<file path="src/rtl/pipelined_hybrid_adder.sv">
// Pipelined WIDTH-bit add/subtract: one 4-bit segment per stage, CLA cells on even stages,
// Kogge-Stone cells on odd stages. Define HYBRID_ADD_OVF_EN to produce the signed-overflow flag.
module pipelined_hybrid_adder #(
    parameter int WIDTH = 16,
    parameter int SEG   = 4
) (
    input  logic             clk,
    input  logic             rst_n,
    input  logic             in_valid,
    output logic             in_ready,
    input  logic [WIDTH-1:0] a,
    input  logic [WIDTH-1:0] b,
    input  logic             cin,
    input  logic             sub,
    output logic             out_valid,
    input  logic             out_ready,
    output logic [WIDTH-1:0] sum,
    output logic             cout,
    output logic             ovf
);
    localparam int NSEG = WIDTH / SEG;

    if (SEG != 4 || WIDTH < SEG || (WIDTH % SEG) != 0) begin : g_bad_cfg
        $error("pipelined_hybrid_adder: SEG must be 4 and WIDTH a non-zero multiple of SEG");
    end

    // Returns {carry_out, sum[3:0]}
    function automatic logic [4:0] cla4(input logic [3:0] x, input logic [3:0] y, input logic c);
        logic [3:0] g, p;
        logic [4:0] cv;
        g     = x & y;
        p     = x ^ y;
        cv[0] = c;
        cv[1] = g[0] | (p[0] & c);
        cv[2] = g[1] | (p[1] & g[0]) | (p[1] & p[0] & c);
        cv[3] = g[2] | (p[2] & g[1]) | (p[2] & p[1] & g[0]) | (p[2] & p[1] & p[0] & c);
        cv[4] = g[3] | (p[3] & g[2]) | (p[3] & p[2] & g[1]) | (p[3] & p[2] & p[1] & g[0])
              | (p[3] & p[2] & p[1] & p[0] & c);
        return {cv[4], p ^ cv[3:0]};
    endfunction

    // Carry-in is folded into bit 0's generate, so two prefix levels cover all four carries.
    function automatic logic [4:0] ksa4(input logic [3:0] x, input logic [3:0] y, input logic c);
        logic [3:0] g, p, g1, p1, g2;
        g     = x & y;
        p     = x ^ y;
        g1[0] = g[0] | (p[0] & c);
        p1[0] = 1'b0;
        g1[1] = g[1] | (p[1] & g1[0]);
        p1[1] = 1'b0;
        g1[2] = g[2] | (p[2] & g[1]);
        p1[2] = p[2] & p[1];
        g1[3] = g[3] | (p[3] & g[2]);
        p1[3] = p[3] & p[2];
        g2[0] = g1[0];
        g2[1] = g1[1];
        g2[2] = g1[2] | (p1[2] & g1[0]);
        g2[3] = g1[3] | (p1[3] & g1[1]) | (p1[0] & p1[1]);
        return {g2[3], p ^ {g2[2:0], c}};
    endfunction

    logic             w_adv;
    logic             w_acc;
    logic [WIDTH-1:0] w_bx;
    logic             w_c0;

    logic [WIDTH-1:0] r_sum [NSEG];
    logic [WIDTH-1:0] r_opa [NSEG];
    logic [WIDTH-1:0] r_opb [NSEG];
    logic             r_c   [NSEG];
    logic             r_vld [NSEG];

    logic [SEG-1:0]   w_sa  [NSEG];
    logic [SEG-1:0]   w_sb  [NSEG];
    logic             w_ci  [NSEG];
    logic             w_vin [NSEG];
    logic [SEG:0]     w_res [NSEG];

    assign w_adv    = !r_vld[NSEG-1] | out_ready;
    assign in_ready = w_adv;
    assign w_acc    = in_valid & w_adv;
    assign w_bx     = b ^ {WIDTH{sub}};
    assign w_c0     = sub | cin;

    for (genvar gi = 0; gi < NSEG; gi++) begin : g_stage
        if (gi == 0) begin : g_first
            assign w_sa[gi]  = a[SEG-1:0];
            assign w_sb[gi]  = w_bx[SEG-1:0];
            assign w_ci[gi]  = w_c0;
            assign w_vin[gi] = w_acc;
        end else begin : g_rest
            assign w_sa[gi]  = r_opa[gi-1][SEG-1:0];
            assign w_sb[gi]  = r_opb[gi-1][SEG-1:0];
            assign w_ci[gi]  = r_c[gi-1];
            assign w_vin[gi] = r_vld[gi-1];
        end
        if (gi % 2 == 0) begin : g_cla
            assign w_res[gi] = cla4(w_sa[gi], w_sb[gi], w_ci[gi]);
        end else begin : g_ksa
            assign w_res[gi] = ksa4(w_sa[gi], w_sb[gi], w_ci[gi]);
        end
    end

    // Sum bits enter at the top and shift down one segment per stage; operands shift the
    // next unprocessed segment into bits [3:0]. Data registers only load on a valid slot so
    // the output holds its last result across bubbles.
    always_ff @(posedge clk or negedge rst_n) begin
        if (!rst_n) begin
            for (int k = 0; k < NSEG; k++) begin
                r_sum[k] <= '0;
                r_opa[k] <= '0;
                r_opb[k] <= '0;
                r_c[k]   <= 1'b0;
                r_vld[k] <= 1'b0;
            end
        end else if (w_adv) begin
            for (int k = 0; k < NSEG; k++) begin
                r_vld[k] <= w_vin[k];
            end
            if (w_acc) begin
                r_sum[0] <= WIDTH'(w_res[0][SEG-1:0]) << (WIDTH - SEG);
                r_c[0]   <= w_res[0][SEG];
                if (NSEG > 1) begin
                    r_opa[0] <= a >> SEG;
                    r_opb[0] <= w_bx >> SEG;
                end
            end
            for (int k = 1; k < NSEG; k++) begin
                if (w_vin[k]) begin
                    r_sum[k] <= (r_sum[k-1] >> SEG) | (WIDTH'(w_res[k][SEG-1:0]) << (WIDTH - SEG));
                    r_c[k]   <= w_res[k][SEG];
                    if (k < NSEG - 1) begin
                        r_opa[k] <= r_opa[k-1] >> SEG;
                        r_opb[k] <= r_opb[k-1] >> SEG;
                    end
                end
            end
        end
    end

    assign out_valid = r_vld[NSEG-1];
    assign sum       = r_sum[NSEG-1];
    assign cout      = r_c[NSEG-1];

`ifdef HYBRID_ADD_OVF_EN
    logic r_ovf;
    logic w_ovf_next;
    // The final stage's operand segment holds the operand MSBs, so no extra skew flops are needed.
    assign w_ovf_next = (w_sa[NSEG-1][SEG-1] ~^ w_sb[NSEG-1][SEG-1])
                      & (w_res[NSEG-1][SEG-1] ^ w_sa[NSEG-1][SEG-1]);

    always_ff @(posedge clk or negedge rst_n) begin
        if (!rst_n) begin
            r_ovf <= 1'b0;
        end else if (w_adv && w_vin[NSEG-1]) begin
            r_ovf <= w_ovf_next;
        end
    end
    assign ovf = r_ovf;
`else
    assign ovf = 1'b0;
`endif

endmodule

</file>
<file path="config.mk">
export PLATFORM = sky130hd
export DESIGN_NAME = pipelined_hybrid_adder
export DESIGN_NICKNAME = d
export VERILOG_FILES = /design/src/rtl/pipelined_hybrid_adder.sv
export SDC_FILE = /design/constraint.sdc
export NUM_CORES = 1
export LEC_CHECK = 0
export CORE_AREA = 10 10 160 133
export DETAILED_ROUTE_END_ITERATION = 12
export DIE_AREA = 0 0 170 143
export MAX_ROUTING_LAYER = met4
export SKIP_LAST_GASP = 1
export SLEW_MARGIN = 10
export SYNTH_ARGS = -nofsm -noshare
export SYNTH_HDL_FRONTEND = slang
export SYNTH_SLANG_ARGS = --single-unit
</file>
<file path="constraint.sdc">
create_clock -name clk -period 2 [get_ports clk]
set_input_delay 0.2 -clock clk [delete_from_list [all_inputs] [get_ports clk]]
set_output_delay 0.2 -clock clk [all_outputs]
set_load 0.005 [all_outputs]
</file>
==> results.md <==
STA:
- The number of pins with negative max-slew slack in the final report is 0.
- The hold violation total from the final report is 0.
- Timing would allow up to 542 MHz.
- The number of setup violations in the final report is 0.
- The time the worst path needs with I/O delays and setup is 1.84 ns.
- Once routing completed, OpenROAD measured the worst setup slack at 0.155 ns.
- The final clock period utilization by the worst path is 92.2%.
- Setup repair after global routing left no endpoint under its margin.
- The final setup skew is 0.00434 ns.

Clocking:
- The number of clock sinks is 96.
- Clock tree synthesis selected as its root buffer the cell clkbuf_16.
- The number of clock buffers added by TritonCTS is 9.
- The H-tree depth reported by CTS is 3.
- The number of hold-repair buffers added at the cts stage is 1.
- The clock reaches the later pin of the worst-skew pair after 0.34 ns.
- The clock input transition at the sequential cells of the worst setup and hold paths is 0.06 ns.
- The setup fix buffers added after clock tree synthesis is 0.
- The number of buffers between clock root and the deepest sink is 2.
- The count of cells resized by post-cts repair is 0.
- The TritonCTS clock tree is yes.

Worst setup path:
- The delay of the slowest critical-path stage is 0.62 ns.
- The worst setup path is captured at a flip-flop.
- On the critical path, the stage with the largest delay is an instance of clkdlybuf4s50_1.
- For the worst setup path, the data required time is 2.23 ns.
- The type of the worst setup path is input port to flip-flop.
- The buffering stage count on the worst path with inverters included is 1.
- The critical path goes through clkdlybuf4s50_1 > xor2_1 > ha_1 > o21ai_0 > nand2b_1 > and3_1 > o31a_1.
- The worst-path maximum fanout is 5.
- The worst setup path is launched from an input port.
- For the worst flop-to-flop path, the logic depth is 5.
- The critical path crosses 7 cells after its start point.
- The critical path's top delay family is buffers and inverters.
- STA puts the critical path data arrival time at 2.07 ns.

Outcome:
- The flow ran to the end, and the final reports show no timing, DRC or antenna violations.

Placement:
- Summed over all nets, the half-perimeter wirelength after detailed placement is 6.63 mm.
- During placement, the flow inserted port buffers numbering 56.
- The congestion estimate from routability-driven global placement came to 0.682.
- OpenSTA, run right after detailed placement, puts the worst setup slack at -0.150 ns.

Job:
- Max-cap violations in this run came to 0.

Global route:
- The pin count of the biggest net entering global routing is 58.
- For this run the aggregate overflow at the end of global routing stands at 0.
- The via count of the first global-routing pass is 2687.
- The initial antenna violation count was 0.
- The wire length of the first global-routing pass is 14.5 mm.
- Global routing used 7.83% of the available tracks across all layers.

Pwr:
- The internal power consumption is 5.79 mW.
- The total power consumption of the routed design is 8.23 mW.
- The net switching power is 2.44 mW.
- The power per cell area is 1490 nW/um2.
- The combinational group share of total power is 36.2%.
- In this run the static leakage power is 2.42 nW.
- Across the VDD grid, the largest voltage drop is 465 uV.
- Of the total power, the clock network draws 23.4%.
- Registers are responsible for 40.5% of the overall power.
- The switching share of power is 29.6%.

Yosys:
- The number of standard cells after synthesis is 339.
- The sequential share of the synthesized area is 54.2%.
- Synthesis inferred 96 register bits.
- After synthesis, the share of flip-flops with an asynchronous set or reset is 100%.
- By area, the combinational part of the netlist is dominated by multiplexers.
- The net count of the mapped netlist is 399.
- The adder-cell share of the synthesized area is 7.23%.
- Yosys mapped the design onto 29 distinct sky130hd cell types.
- After Yosys synthesis, XOR and XNOR cells account for 4.94% of the synthesized area.
- Multiplexer cells account for 17.0% of the synthesized area.
- Yosys printed 0 warnings.
- The synthesized design contains 0 enable-type register cells.
- Summing the areas of all and, or, nand and nor instances in the mapped netlist gives 4.83% of the synthesized area.
- Summing the areas of all compound-gate instances in the mapped netlist gives 5.56% of the synthesized area.
- The post-synthesis area per instance is 13.1 um2.
- The netlist area before placement is 4430 um2.
- The flip-flop cell with the highest count after synthesis is dfrtp_1.

Die:
- After floorplanning, the core was sized to cover 17900 um2.
- The floorplan row count is 44.
- In this run the vertical extent of the chip is 143 um.
- The full die area is 24300 um2.
- The die is 170 um wide.
- The initial utilization of the core area, before any placement, comes to 24.8%.
- The number of top-level pins is 58.

Final layout:
- The number of antenna diodes in the final layout is 0.
- The most frequent standard cell in the layout excluding fill and tap cells is dfrtp_1.
- In the layout the commonest cells are dfrtp_1, mux2_2, clkdlybuf4s50_1, nand2_1, o21ai_0.
- The growth of design area from synthesis to finish is 24.3%.
- The net count of the finished layout is 446.
- The fraction of layout instances using a drive strength above 1 is 24.3%.
- The utilization of the core after routing is 30.8%.

Detailed routing:
- The first TritonRoute pass finished after 4 iterations.
- The final wirelength is 8.73 mm.
- After detailed routing, the average wire length per cell comes to 14.1 um.
- The detail route stage leaves a number of antenna-violating nets equal to 0.
- The number of design rule violations left after detail routing is 0.
- Summing over every cut layer, the via total after detailed routing is 2468.
- The via count normalized by instance count is 3.97.
- For this block, the initial DRC count from the detailed router was 91.

Hold path:
- The worst min-delay path category is input port to asynchronous set/reset pin.
==> registers in the layout, indices dropped and copies added, names as in the netlist <==
name	cells
r_sum	24
out_valid	1
r_opb	24
sum	16
r_vld	3
cout	1
r_c	3
r_opa	24
==> metrics by stage <==
stage | hold WS, ns | TNS (ns) | std cells | instance area [um2]
after detailed placement | 0.0472 | -0.292 | 604 | 5160
after global placement | 0.0465 | -0.0739 | 604 | 5160
after global routing | 0.262 | 0 | 621 | 5510
after floorplan | -0.0956 | 0 | 339 | 4430
after CTS | 0.243 | 0 | 621 | 5510
final | 0.243 | 0 | 621 | 5510
==> final cells by class <==
type                    instances  area, um2
repair buffers                 67        693
clock inverters                 6        108
inverters                       7       31.3
fillers                      1786      12400
multi-input cells             205       1760
well taps                     230        288
flip-flops and latches         96       2400
clock buffers                  10        229
==> metal layers <==
metal | routed length, um | vias up | GRT usage [%]
met2 | 3620 | 48 | 10.8
met1 | 4650 | 1184 | 10.5
met4 | 157 | 0 | 3.18
li1 | - | 1226 | -
met5 | 0 | - | -
met3 | 303 | 10 | 2.29
==> worst reg2reg max path, cell delays in order (launching register included) <==
cell	delay [ns]
dfrtp_1	0.40
fa_1	0.46
fa_1	0.41
a21o_1	0.18
a21oi_1	0.13
o21ai_0	0.08
==> power groups by stage <==
| stage | clock [mW] | combinational [mW] | sequential [mW] |
|---|---|---|---|
| floorplan | 0 | 2.35 | 3.18 |
| global placement | 0 | 2.95 | 3.34 |
| detailed placement | 0 | 3.04 | 3.39 |
| CTS | 1.97 | 3.07 | 3.35 |
| global route | 2.05 | 3.38 | 3.45 |
| finish | 1.93 | 2.98 | 3.33 |
==> cell families after synthesis <==
family                   count (synthesis)
other                                    1
buffers and inverters                   38
AND/OR/NAND/NOR                         48
XOR/XNOR                                25
flip-flops                              96
AO/OA/AOI/OAI                           45
multiplexers                            64
adder cells (fa/ha/maj)                 22
==> cell usage after synthesis, types with 2 or more instances <==
| master | number | share of area (%) |
|---|---|---|
| dfrtp_1 | 96 | 54 |
| mux2_2 | 55 | 14 |
| nand2_1 | 36 | 3.0 |
| o21ai_0 | 30 | 3.4 |
| buf_4 | 24 | 4.1 |
| xnor2_1 | 17 | 3.4 |
| ha_1 | 16 | 4.5 |
| mux2_4 | 9 | 3.0 |
| xor2_1 | 8 | 1.6 |
| a21oi_1 | 7 | 0.79 |
| fa_1 | 6 | 2.7 |
| inv_1 | 6 | 0.51 |
| a21o_1 | 4 | 0.68 |
| buf_6 | 4 | 1.0 |
| nand2b_1 | 3 | 0.42 |
| nor2_1 | 3 | 0.25 |
| buf_2 | 2 | 0.23 |
| nand2_2 | 2 | 0.28 |
==> final timing paths <==
check | from | end | slack (ns)
max | sub | r_c[3] | 0.16
max in group asynchronous | rst_n | r_opa[55] | 1.14
max reg2reg | r_opa[48] | r_c[2] | 0.22
min in group clk | a[6] | r_opa[50] | 0.47
min | rst_n | r_c[3] | 0.24
min reg2reg | r_opb[56] | r_opb[56] | 0.48
(Power assumes the default switching activity.)
